## config.mk

```make
export PLATFORM = sky130hd
export DESIGN_NAME = key_mode_ctrl
export DESIGN_NICKNAME = d
export VERILOG_FILES = /design/src/rtl/key_mode_ctrl.sv
export SDC_FILE = /design/constraint.sdc
export NUM_CORES = 1
export LEC_CHECK = 0
export BUFFER_PORTS_ARGS = -buffer_cell sky130_fd_sc_hd__buf_4
export CAP_MARGIN = 30
export CELL_PAD_IN_SITES_DETAIL_PLACEMENT = 1
export CELL_PAD_IN_SITES_GLOBAL_PLACEMENT = 1
export CORE_MARGIN = 2
export CORE_UTILIZATION = 44
export DETAILED_ROUTE_END_ITERATION = 10
export PLACE_DENSITY = 0.77
export SLEW_MARGIN = 20
export SYNTH_ARGS = -nofsm -noshare
export SYNTH_HDL_FRONTEND = slang
export SYNTH_SLANG_ARGS = --single-unit
```

## constraint.sdc

```tcl
create_clock -name clk -period 2.8 [get_ports clk]
set_clock_uncertainty 0.2 [all_clocks]
set_input_delay 0.7 -clock clk [delete_from_list [all_inputs] [get_ports clk]]
set_output_delay 0.7 -clock clk [all_outputs]
set_load 0.01 [all_outputs]
```

## src/rtl/key_mode_ctrl.sv

```systemverilog
`default_nettype none
// ============================================================================
// Module      : key_mode_ctrl
// Description : Front-end for the PWM mode selector. Synchronises and
//               debounces the two raw active-low pushbuttons, emits one pulse
//               per qualified press and holds a one-hot mode level that drives
//               the selector's key0/key1 inputs.
// Ports       : clk       - system clock (50 MHz)
//               rst       - synchronous active-high reset
//               key0_n    - raw KEY0, asynchronous, low = pressed
//               key1_n    - raw KEY1, asynchronous, low = pressed
//               sel0      - mode level to selector key0 (1 in MODE_B)
//               sel1      - mode level to selector key1 (1 in MODE_A)
//               press0/1  - one-cycle pulse on debounced press
//               mode_chg  - one-cycle pulse when the mode actually changes
//               key0_db/1 - debounced key levels, 1 = pressed
// Revision    : 1.0 - initial release
// ============================================================================
module key_mode_ctrl #(
    parameter int DEBOUNCE_CYCLES = 1000000,
    parameter int CNT_W           = 20
) (
    input  logic clk,
    input  logic rst,
    input  logic key0_n,
    input  logic key1_n,
    output logic sel0,
    output logic sel1,
    output logic press0,
    output logic press1,
    output logic mode_chg,
    output logic key0_db,
    output logic key1_db
);

    // Counter value at which the next differing sample completes the
    // qualification window of DEBOUNCE_CYCLES consecutive samples.
    localparam logic [CNT_W-1:0] c_cnt_last = CNT_W'(DEBOUNCE_CYCLES - 1);

    localparam logic [1:0] c_st_idle  = 2'd0;
    localparam logic [1:0] c_st_mode_a = 2'd1;
    localparam logic [1:0] c_st_mode_b = 2'd2;

    logic [1:0] w_key_n;
    logic [1:0] w_db;
    logic [1:0] w_press;

    assign w_key_n = {key1_n, key0_n};

    // ------------------------------------------------------------------
    // Per-key synchroniser, debouncer and press detector
    // ------------------------------------------------------------------
    for (genvar k = 0; k < 2; k++) begin : g_key
        logic             r_sync1;
        logic             r_sync2;
        logic [CNT_W-1:0] r_cnt;
        logic             r_db;
        logic             r_press;
        logic             w_lvl;

        // Pressed level as seen after synchronisation (1 = pressed).
        assign w_lvl = ~r_sync2;

        always_ff @(posedge clk) begin
            if (rst) begin
                r_sync1 <= 1'b1;
                r_sync2 <= 1'b1;
                r_cnt   <= '0;
                r_db    <= 1'b0;
                r_press <= 1'b0;
            end else begin
                r_sync1 <= w_key_n[k];
                r_sync2 <= r_sync1;
                r_press <= 1'b0;
                if (w_lvl == r_db) begin
                    // Any sample agreeing with the accepted level restarts
                    // the qualification, so short glitches are discarded.
                    r_cnt <= '0;
                end else if (r_cnt == c_cnt_last) begin
                    r_db    <= w_lvl;
                    r_cnt   <= '0;
                    // Pulse coincides with the debounced rise; releases
                    // produce no pulse.
                    r_press <= w_lvl;
                end else begin
                    r_cnt <= r_cnt + 1'b1;
                end
            end
        end

        assign w_db[k]    = r_db;
        assign w_press[k] = r_press;
    end

    assign key0_db = w_db[0];
    assign key1_db = w_db[1];
    assign press0  = w_press[0];
    assign press1  = w_press[1];

    // ------------------------------------------------------------------
    // Mode FSM
    // ------------------------------------------------------------------
    logic [1:0] r_state;
    logic [1:0] w_state_nxt;

    always_comb begin
        w_state_nxt = r_state;
        // Simultaneous presses are ambiguous and therefore ignored.
        if (w_press[1] && !w_press[0]) begin
            w_state_nxt = c_st_mode_a;
        end else if (w_press[0] && !w_press[1]) begin
            w_state_nxt = c_st_mode_b;
        end
    end

    // Outputs are decoded from the next state so that sel and mode_chg
    // land on the same edge as the state update.
    always_ff @(posedge clk) begin
        if (rst) begin
            r_state  <= c_st_idle;
            sel0     <= 1'b0;
            sel1     <= 1'b0;
            mode_chg <= 1'b0;
        end else begin
            r_state  <= w_state_nxt;
            sel0     <= (w_state_nxt == c_st_mode_b);
            sel1     <= (w_state_nxt == c_st_mode_a);
            mode_chg <= (w_state_nxt != r_state);
        end
    end

endmodule
`default_nettype wire

```

# ---- After elaboration in Yosys (flattened, before gate mapping)
# Index checks and enable logic that the tools add are counted.
dict set report classes {
  addsub 2
  n_eq_ne 7
  muxes 2
  bitwise 6
  reduce_logical 10
}
# op count
set ops {}
lappend ops {{$add 20x1->20 const B} 2}
lappend ops {{$eq 20x20->1 const B} 2}
lappend ops {{$reduce_or 3->1} 4}
lappend ops {{$not 1->1} 6}
lappend ops {{$mux 2} 2}
lappend ops {{$reduce_and 2->1} 2}
lappend ops {{$eq 1x1->1} 2}
lappend ops {{$eq 2x1->1 const B} 1}
lappend ops {{$eq 2x2->1 const B} 1}
lappend ops {{$logic_and 1x1->1} 2}
lappend ops {{$logic_not 1->1} 2}
lappend ops {{$ne 2x2->1} 1}
dict set report totals {
  reg_bits 53
  in_bits 4
  output_inout_bits 7
  word_cells 41
}

# ---- Longest topological paths before layout
# Gate-level depths: netlist (run 1).
dict set report logic_depth {
  depth_word 5
  ltp_mapped 7
}

# ---- Worst setup path before layout (run 1)
# OpenSTA, ideal clock, no wires.
dict set report synth_timing {
  path_type {register to register}
  startpoint {reg g_key[1].r_cnt[0]}
  endpoint {reg g_key[1].r_cnt[18]}
  setup_ns 0.066
  arrival_time_ns 1.885
  required_time_ns 2.534
  setup_slack_ns 0.649
  path_stages_with_launch 7
  n_path_buf 1
  cell_sequence {dfxtp_1 -> ha_1 -> nand4_1 -> or4_1 -> buf_2 -> or4_4 -> a21oi_2}
}
dict set report synth_via {
  elab_chain_cells 2
  word_cells_on_any_way 3
}
# element line
set synth_lines {}
lappend synth_lines {{start, declared} 56} ;# logic [CNT_W-1:0] r_cnt;
lappend synth_lines {{start signal, assigned} 86} ;# r_cnt <= r_cnt + 1'b1;
lappend synth_lines {{branches (longest 2 deep; another with $add 20x1->20)} n/a}
# Parallel ways; which one is timed is not known.
# A chain may end at the register's enable or synchronous reset.

# ---- Worst setup path in the final report (run 1)
# Same ends and word-level chain as after synthesis.

==> qor.yml, run 1 <==
run_status:
  outcome: "finished clean"
clock_network:
  clk_latency_ps: 300
  ctsResizeCount: 0
  tritoncts: "done"
  post_cts_buffers: 0
  clockBufferDepth: 2
  clock-sinks: 53
  cts_hold_buffers: 0
  cts.clk_slew.worst_paths_ps: 100
  cts_buffers: 5
  cts_root_buffer: "clkbuf_8"
  htreeDepth: 2
power_and_ir_drop:
  leakage_nw: 0.7396
  power.density_mw_per_mm2: 521.1
  power_mw: 1.312
  ir_worst_vdd_uv: 298.0
yosys:
  syn_avg_cell_area_um2: 8.960
  syn_nets: 260
  ys.flop_type: "dfxtp_1"
  synth_edf_count: 0
  ys_warn_count: 0
  ys_types: 41
  netlist_area_mm2: 0.002276
  yosysSeqAreaShare: 0.4662
  ys_ff_latch: 53
  yosys-top-cells-area: "dfxtp_1 (47%), xnor2_1 (7.3%), nor2_1 (5.4%), a21oi_1 (3.3%), xor2_1 (2.7%)"
  yosysTopAreaCell: "dfxtp_1"
  netlist.area_leader.share: 0.4662
  postSynthCellCount: 254
  synth-async-reset-ratio: 0
run:
  max-cap-violations: 0
sta:
  rsz0062_at_grt: "no"
  min_period_ps: 2318
  tns_ps: 0
  final-hold-violation-count: 0
  slew_viol_final: 0
  max_freq_mhz: 431.4
  period_share: 0.8278
  setup_violations: 0
  slew_headroom: 0.5945
  worstMarginPinSlew_ps: 608.2
drt:
  viasPerCell: 5.390
  wl_um: 4550
  drt_iter0_drc: 53
  dr_total_vias: 1795
  drt-wirelength-per-cell_um: 13.66
  first_pass_iters: 5
  remaining_drc_errors: 0
  ant_nets: 0
floorplan:
  start_util: 0.4514
  die_y_um: 75.92
  die-area_mm2: 0.005764
  coreArea_mm2: 0.005042
  num_rows: 26
  die_w_um: 75.92
  io_pins: 11
critical_path:
  cp_num_buf_inv: 0
  reg2reg_from: "g_key[1].r_cnt[0]"
  cpLargestDelayFamily: "simple AND/OR/NAND/NOR gates"
  critPathKind: "reg -> reg"
  reg2reg_depth: 5
  r2r_slack_ps: 480
  critPathMaxStageDelay_ps: 670
  r2r-end: "g_key[1].r_cnt[18]"
  start_kind: "flop"
  cp.required_ps: 2850
  path_cells: "ha_1, nand4_1, or4_1, or4_4, a21oi_2"
  cp-end-kind: "flop"
  arrival_ps: 2360
  crit_slowest_cell: "or4_1"
  crit_fanout: 7
placement:
  hpwl_um: 3186
  io_buffers: 10
  place.gp.congestion: 0.7603
grt:
  grtUsageTotal: 0.1726
  grt_pass1_vias: 1865
  grt_use_met2: 0.3071
  grt_overflow_total: 0
  antenna_found_initial: 0
  busiest_layer: "met2"
  grt_pass1_wl_um: 8252
  grt_use_met3: 0.04524
  grt_max_degree: 21
  use_met1: 0.2021
worst_hold_path:
  hp-class: "reg -> reg"
  hold_end: "g_key[1].r_sync2"
  holdPathStages: 1
  min-delay-start: "g_key[1].r_sync1"
final_layout:
  drive_gt1_frac: 0.1255
  antenna_cells: 0
  fillerInstances: 603
  final_nets: 268
  areaGrowthSynthToFinish_pct: 10.67
synthesized netlist by cell type (2+ instances only):
library cell  instances
and3_1                4
xnor2_1              19
o31ai_1               5
clkbuf_1              7
or4_1                 6
nor3_1                6
nand2_1              13
nor4_2                2
nor4_1                6
dfxtp_1              53
nor2_1               33
a21oi_1              15
inv_1                12
or2_2                 5
o21ai_0               3
a31o_2                3
ha_1                  2
or3_1                 4
buf_2                 2
nand4_1               9
nand3_1              12
a311oi_1              2
or2_1                 2
nor2b_1               5
a211o_1               2
xor2_1                7
worst max path at each step:
stage / start / end / depth (start not counted)
after global routing: g_key[1].r_cnt[0] / g_key[1].r_cnt[18] / 5
after detailed placement: g_key[1].r_cnt[0] / g_key[1].r_cnt[18] / 5
after floorplan: g_key[1].r_cnt[0] / g_key[1].r_cnt[18] / 6
after global placement: g_key[1].r_cnt[0] / g_key[1].r_cnt[18] / 5
after CTS: g_key[1].r_cnt[0] / g_key[1].r_cnt[18] / 5
final: g_key[1].r_cnt[0] / g_key[1].r_cnt[18] / 5
worst reg2reg max path: stages (launching register included):
cell	delay (ps)
dfxtp_1	410
ha_1	250
nand4_1	130
or4_1	670
or4_4	460
a21oi_2	140
sequential cells by signal, summed over array words and instances, names as in the netlist, 2 cells and up:
register	cells
r_state	2
g_key.r_sync2	2
g_key.r_cnt	40
g_key.r_sync1	2
layout by cell type, fill, tap and decap left out, types with 7 or more instances in the layout:
| master | netlist | layout |
|---|---|---|
| inv_1 | 12 | 12 |
| dfxtp_1 | 53 | 53 |
| xnor2_1 | 19 | 19 |
| xor2_1 | 7 | 7 |
| a21oi_1 | 15 | 15 |
| nand3_1 | 12 | 12 |
| nand2_1 | 13 | 13 |
| buf_4 | 0 | 11 |
| nor2_1 | 33 | 33 |
| nand4_1 | 9 | 9 |
cells by family after synthesis:
kind of cell             Yosys count  share of synthesized area
AND/OR/NAND/NOR                  116                     0.2793
flip-flops                        53                     0.4662
AO/OA/AOI/OAI                     34                    0.09841
XOR/XNOR                          26                     0.1001
buffers and inverters             22                    0.04068
adder cells (fa/ha/maj)            3                    0.01539
per-layer routing:
layer  vias to the layer above  wire (µm)
met1                       862       2067
met4                         0         48
li1                        907          -
met2                        22       2300
met3                         4        133
met5                         -          0
through the flow:
step / setup WS [ps] / cells / hold slack [ps] / area (µm²) / utilization
2_1_floorplan: 649.1 / 254 / 189.5 / 2276 / -
3_3_place_gp: 589.5 / 325 / 195.8 / 2399 / 0.4757
3_5_place_dp: 520.2 / 325 / 203.8 / 2399 / 0.4757
4_1_cts: 480.9 / 333 / 230.2 / 2519 / 0.4995
5_1_grt: 375.6 / 333 / 233.9 / 2519 / 0.4995
6_report: 482.1 / 333 / 223.8 / 2519 / 0.4995
cell type report:
| class | instances | area, µm² | share of cell area |
|---|---|---|---|
| timing repair buffer | 11 | 82.58 | 0.03279 |
| multi-input combinational | 179 | 1122 | 0.4456 |
| clock inverter | 2 | 37.54 | 0.01490 |
| sequential | 53 | 1061 | 0.4213 |
| inverter | 12 | 45.04 | 0.01788 |
| tap | 70 | 87.58 | 0.03477 |
| clock buffer | 6 | 82.58 | 0.03279 |
where the power goes:
group / leakage (nW) / switching, mW / total (mW) / internal, mW
registers: 0.428 / 0.00242 / 0.759 / 0.757
clock network: 0.0574 / 0.248 / 0.539 / 0.291
logic: 0.254 / 0.00844 / 0.0144 / 0.00594
Note: power is estimated with default switching activity, not from simulation.
==> run 2, diff against run 1 <==
CORE_UTILIZATION = 42   (was 44)
clock period = 1.86 ns   (was 2.8 ns; I/O delays follow)
==> qor.yml, run 2 (synthesis gave the netlist of run 1 again) <==
clock_network:
  cts_buffers: 5  # unchanged
  htreeDepth: 2  # unchanged
  cts.clk_slew.worst_paths_ps: 100  # about the same
  clock-sinks: 53  # unchanged
  tritoncts: "done"
  cts_hold_buffers: 0  # unchanged
  clk_latency_ps: 320  # +20 ps
  cts_root_buffer: "clkbuf_8"
  clockBufferDepth: 2  # unchanged
final_layout:
  final_cell_mix: "buf_4 (56), dfxtp_1 (39), nor2_1 (20)"
  areaGrowthSynthToFinish_pct: 40.52
  top_register: "g_key.r_cnt"
  final_util: 0.6183  # +0.1188
  multiInputGateArea_mm2: 0.001341  # +20%
  drive_gt1_frac: 0.4204  # +0.2949
  final_common_cell: "buf_4"
  largest_register_ffs: 40  # unchanged
  fillerInstances: 584  # -3.2%
  antenna_cells: 0  # unchanged
  final_nets: 319  # +19%
  seq_area_mm2: 0.001081  # +1.9%
  final_area_mm2: 0.003198  # +27%
  finalNonFillerCells: 384  # +15%
floorplan:
  start_util: 0.4400  # -0.01136
  die_w_um: 77.62  # +2.2%
  die-area_mm2: 0.006024  # +4.5%
  coreArea_mm2: 0.005172  # +2.6%
  num_rows: 26  # unchanged
  die_y_um: 77.62  # +2.2%
  io_pins: 11  # unchanged
critical_path:
  crit_fanout: 3  # -4
  critPathKind: "reg -> reg"
  cp-end-kind: "flop"
  path_cells: "or4_4, nor4_4, buf_4, a21oi_1, a311oi_1"
  arrival_ps: 2000  # -360 ps
  critPathMaxStageDelay_ps: 550  # -120 ps
  cp_num_buf_inv: 1  # +1
  cp.required_ps: 1880  # -970 ps
  cpLargestDelayFamily: "simple AND/OR/NAND/NOR gates"
  start_kind: "flop"
  crit_slowest_cell: "or4_4"
drt:
  wl_um: 6940  # +53%
  routed.top_layer: "met4"
  dr_wl_met2_um: 3807  # +66%
  remaining_drc_errors: 0  # unchanged
  dr_total_vias: 2066  # +15%
  wl_met3_um: 163  # +23%
  drt_iter0_drc: 62  # +17%
  ant_nets: 0  # unchanged
  drt-wirelength-per-cell_um: 18.07  # +32%
  first_pass_iters: 4  # -1
  wl_met1_um: 2813  # +36%
  viasPerCell: 5.380  # -0.19%
grt:
  grt_pass1_wl_um: 9811  # +19%
  grt_max_degree: 21  # unchanged
  grt_overflow_total: 0  # unchanged
  grtUsageTotal: 0.2057  # +0.03305
  antenna_found_initial: 0  # unchanged
  grt_pass1_vias: 2137  # +15%
power_and_ir_drop:
  power.density_mw_per_mm2: 627.5  # +20%
  leakage_nw: 1.038  # +40%
  clkPwrFrac: 0.407  # -0.004
  seqPwrFrac: 0.569  # -0.009
  swShare: 0.2210  # +0.02366
  ir_worst_vdd_uv: 407.0  # +37%
  p_switching_uw: 443.6  # +71%
  power_mw: 2.007  # +53%
  p_int_mw: 1.563  # +48%
  power_frac_comb: 0.024  # +0.013
sta:
  slew_headroom: 0.7489  # +0.1543
  max_freq_mhz: 503.4  # +17%
  timing.hold.ws_ps: 117.2  # -106.6 ps
  setup_ws_ps: -126.6  # -608.7 ps
  period_share: 1.068  # +0.2402
  rsz0062_at_grt: "yes"
  worstMarginPinSlew_ps: 373.8  # -234.4 ps
  final-hold-violation-count: 0  # unchanged
  setup_violations: 21  # +21
  min_period_ps: 1987  # -331.3 ps
  slew_viol_final: 0  # unchanged
  tns_ps: -1673  # -1673 ps
run_status:
  outcome: "finished, violations left"
  violations: "setup timing"
placement:
  place_inst: 366  # +13%
  io_buffers: 10  # unchanged
  hpwl_um: 4098  # +29%
  placed_cell_area_mm2: 0.002763  # +15%
  place.gp.congestion: 0.8389  # +10%
  place_ws_ps: -142.2  # -662.3 ps
run:
  max-cap-violations: 0  # unchanged
worst_hold_path:
  hp-class: "in -> reg"
==> run 2: final timing paths <==
kind	startpoint	to	slack (ps)	cells after the start
setup / recovery	g_key[1].r_cnt[11]	key1_db	-130	5
hold / removal	key1_n	g_key[1].r_sync1	120	2
setup reg to reg	g_key[1].r_cnt[11]	key1_db	-130	5
hold reg to reg	g_key[0].r_sync1	g_key[0].r_sync2	240	1
==> run 2: power groups by stage <==
stage / logic (mW) / registers (mW) / clock network (mW)
6_report: 0.0483 / 1.14 / 0.817
5_1_grt: 0.0512 / 1.14 / 0.868
4_1_cts: 0.0317 / 1.14 / 0.818
3_5_place_dp: 0.0312 / 1.17 / 0
3_3_place_gp: 0.0292 / 1.17 / 0
2_1_floorplan: 0.0160 / 1.17 / 0
==> run 2: worst reg2reg max path: stages, from the launching register on <==
cell,delay (ps)
dfxtp_2,350
or4_4,550
nor4_4,270
buf_4,170
a21oi_1,80
a311oi_1,260
==> run 2: cell type report <==
type	count	area share
Clock buffer	5	0.02152
Clock inverter	3	0.01448
Inverter	12	0.01408
Multi-Input combinational cell	179	0.4194
Sequential cell	53	0.3380
Tap cell	70	0.02739
Timing Repair Buffer	62	0.1651
==> run 2: repair_timing <==
item	4_1_cts	5_1_grt
gates resized for setup	12	50
cloned	0	3
setup endpoints to repair	42	33
pin swaps	3	15
buffers inserted	2	5
==> run 2: per-layer routing <==
| layer | vias up | global-route usage |
|---|---|---|
| met2 | 27 | 0.3828 |
| met4 | 0 | 0.09286 |
| met1 | 1012 | 0.2241 |
| met3 | 15 | 0.03721 |
| li1 | 1012 | - |
| met5 | - | 0 |
==> run 3, diff against run 2 <==
CORE_MARGIN = 10   (was 2)
==> qor.yml, run 3 (synthesis gave the netlist of run 1 again) <==
power_and_ir_drop:
  power.density_mw_per_mm2: 669.9  # +6.8%
  ir_worst_vdd_uv: 489.2  # +20%
  leakage_nw: 0.9835  # -5.2%
drt:
  routed.top_layer: "met4"
  ant_nets: 0  # unchanged
  wl_met3_um: 100  # -39%
  first_pass_iters: 4  # unchanged
  dr_wl_met2_um: 3335  # -12%
  dr_total_vias: 2023  # -2.1%
  viasPerCell: 5.380  # about the same
  wl_met1_um: 2376  # -16%
  remaining_drc_errors: 0  # unchanged
  drt_iter0_drc: 39  # -37%
  drt-wirelength-per-cell_um: 15.84  # -12%
  wl_um: 5955  # -14%
clock_network:
  cts.clk_slew.worst_paths_ps: 90  # about the same
  htreeDepth: 2  # unchanged
  cts_buffers: 5  # unchanged
  cts_root_buffer: "clkbuf_8"
  tritoncts: "done"
  clock-sinks: 53  # unchanged
  clk_latency_ps: 320  # about the same
  clockBufferDepth: 2  # unchanged
worst_hold_path:
  hold_end: "g_key[1].r_sync1"
  min-delay-start: "key1_n"
  hp-class: "in -> reg"
  holdPathStages: 2  # unchanged
run_status:
  violations: "setup timing"
  outcome: "finished, violations left"
floorplan:
  die-area_mm2: 0.008764  # +45%
  start_util: 0.4400  # unchanged
  num_rows: 26  # unchanged
  die_y_um: 93.62  # +21%
  coreArea_mm2: 0.005172  # unchanged
  die_w_um: 93.62  # +21%
  io_pins: 11  # unchanged
sta:
  slew_viol_final: 0  # unchanged
  min_period_ps: 1958  # -28.68 ps
  period_share: 1.053  # -0.01542
  rsz0062_at_grt: "yes"
  max_freq_mhz: 510.8  # +1.5%
  setup_violations: 22  # +4.8%
  tns_ps: -1632  # +40.74 ps
  final-hold-violation-count: 0  # unchanged
  setup_ws_ps: -97.91  # +28.68 ps
  worstMarginPinSlew_ps: 395.0  # +21.21 ps
  slew_headroom: 0.7346  # -0.01425
critical_path:
  start_kind: "flop"
  reg2reg_from: "g_key[1].r_cnt[1]"
  crit_fanout: 20  # +17
  arrival_ps: 2010  # about the same
  cp.required_ps: 1910  # +30 ps
  critPathKind: "reg -> reg"
  cp-end-kind: "flop"
  reg2reg_depth: 7  # +2
  r2r-end: "g_key[1].r_cnt[19]"
  r2r_slack_ps: -100  # +30 ps
final_layout:
  antenna_cells: 0  # unchanged
  top_register: "g_key.r_cnt"
  final_util: 0.5793  # -0.03895
  drive_gt1_frac: 0.3529  # -0.06744
  largest_register_ffs: 40  # unchanged
  areaGrowthSynthToFinish_pct: 31.67
  final_nets: 311  # -2.5%
  final_common_cell: "buf_4"
  final_cell_mix: "buf_4 (51), dfxtp_1 (42), nor2_1 (32)"
placement:
  place.gp.congestion: 0.7389  # -12%
  hpwl_um: 4110  # +0.29%
  io_buffers: 10  # unchanged
  place_ws_ps: -87.09  # +55.10 ps
grt:
  grt_max_degree: 21  # unchanged
  grt_overflow_total: 0  # unchanged
  antenna_found_initial: 0  # unchanged
  grtUsageTotal: 0.1392  # -0.06651
  grt_pass1_wl_um: 9901  # +0.92%
  grt_pass1_vias: 2192  # +2.6%
run:
  max-cap-violations: 0  # unchanged
==> run 3: cell count changes in the layout (fill, tap and decap cells not counted), moves of 2 or more <==
cell / change
dfxtp_1: +3
clkbuf_16: -2
nor2_1: +12
buf_4: -5
nor2_4: -12
dfxtp_2: -2
and4_4: -2
==> run 3: worst max path at each step <==
stage          cells past startpoint                  to                from  slack, ps
2_1_floorplan                      6  g_key[1].r_cnt[18]   g_key[1].r_cnt[1]        -70
3_3_place_gp                       5  g_key[1].r_cnt[18]   g_key[1].r_cnt[1]        -30
3_5_place_dp                       5  g_key[1].r_cnt[18]   g_key[1].r_cnt[1]        -90
4_1_cts                            5  g_key[1].r_cnt[19]  g_key[1].r_cnt[11]        -60
5_1_grt                            7   g_key[1].r_cnt[8]   g_key[1].r_cnt[0]       -160
6_report                           7  g_key[1].r_cnt[19]   g_key[1].r_cnt[1]       -100
==> run 3: layer usage <==
metal	global-route usage	vias up
met5	0	-
met4	0.07215	0
met3	0.02638	11
met2	0.2633	17
met1	0.1407	1001
li1	-	994
==> run 3: repair_timing <==
| item | CTS | global route |
|---|---|---|
| resized for setup | 12 | 14 |
| buffers inserted | 1 | 2 |
| hold buffers | 0 | 0 |
| pin swaps | 5 | 3 |
| endpoints found under the setup margin | 23 | 41 |
| endpoints found under the hold margin | 0 | 0 |
==> run 3: stage by stage <==
stage	std cells	total power, mW	cell area, µm²	hold slack, ps
2_1_floorplan	254	1.185	2328	189.5
3_3_place_gp	365	1.199	2768	191.3
3_5_place_dp	365	1.201	2768	206.5
4_1_cts	374	2.022	2932	133.6
5_1_grt	376	2.077	2997	130.0
6_report	376	2.008	2997	139.1
==> run 3: area by class of cell <==
cell class	instances	area [µm²]
Fill cell	592	2176
Multi-Input combinational cell	179	1235
Sequential cell	53	1075
Timing Repair Buffer	54	434.2
Tap cell	70	87.58
Clock buffer	6	82.58
Inverter	12	45.04
Clock inverter	2	37.54
==> run 3: worst max-delay path, cell delays in order, from the launching register on <==
cell and delay (ps):
dfxtp_2 350, ha_4 160, buf_4 140, and4_2 240
and2_4 160, a211o_2 360, buf_12 170, a21oi_1 110
==> run 3: report_power, final <==
| part | switching, mW | internal (mW) | total [mW] |
|---|---|---|---|
| sequential | 0.00354 | 1.14 | 1.14 |
| combinational | 0.0175 | 0.0152 | 0.0327 |
| clock | 0.394 | 0.438 | 0.832 |
| total | 0.415 | 1.59 | 2.01 |
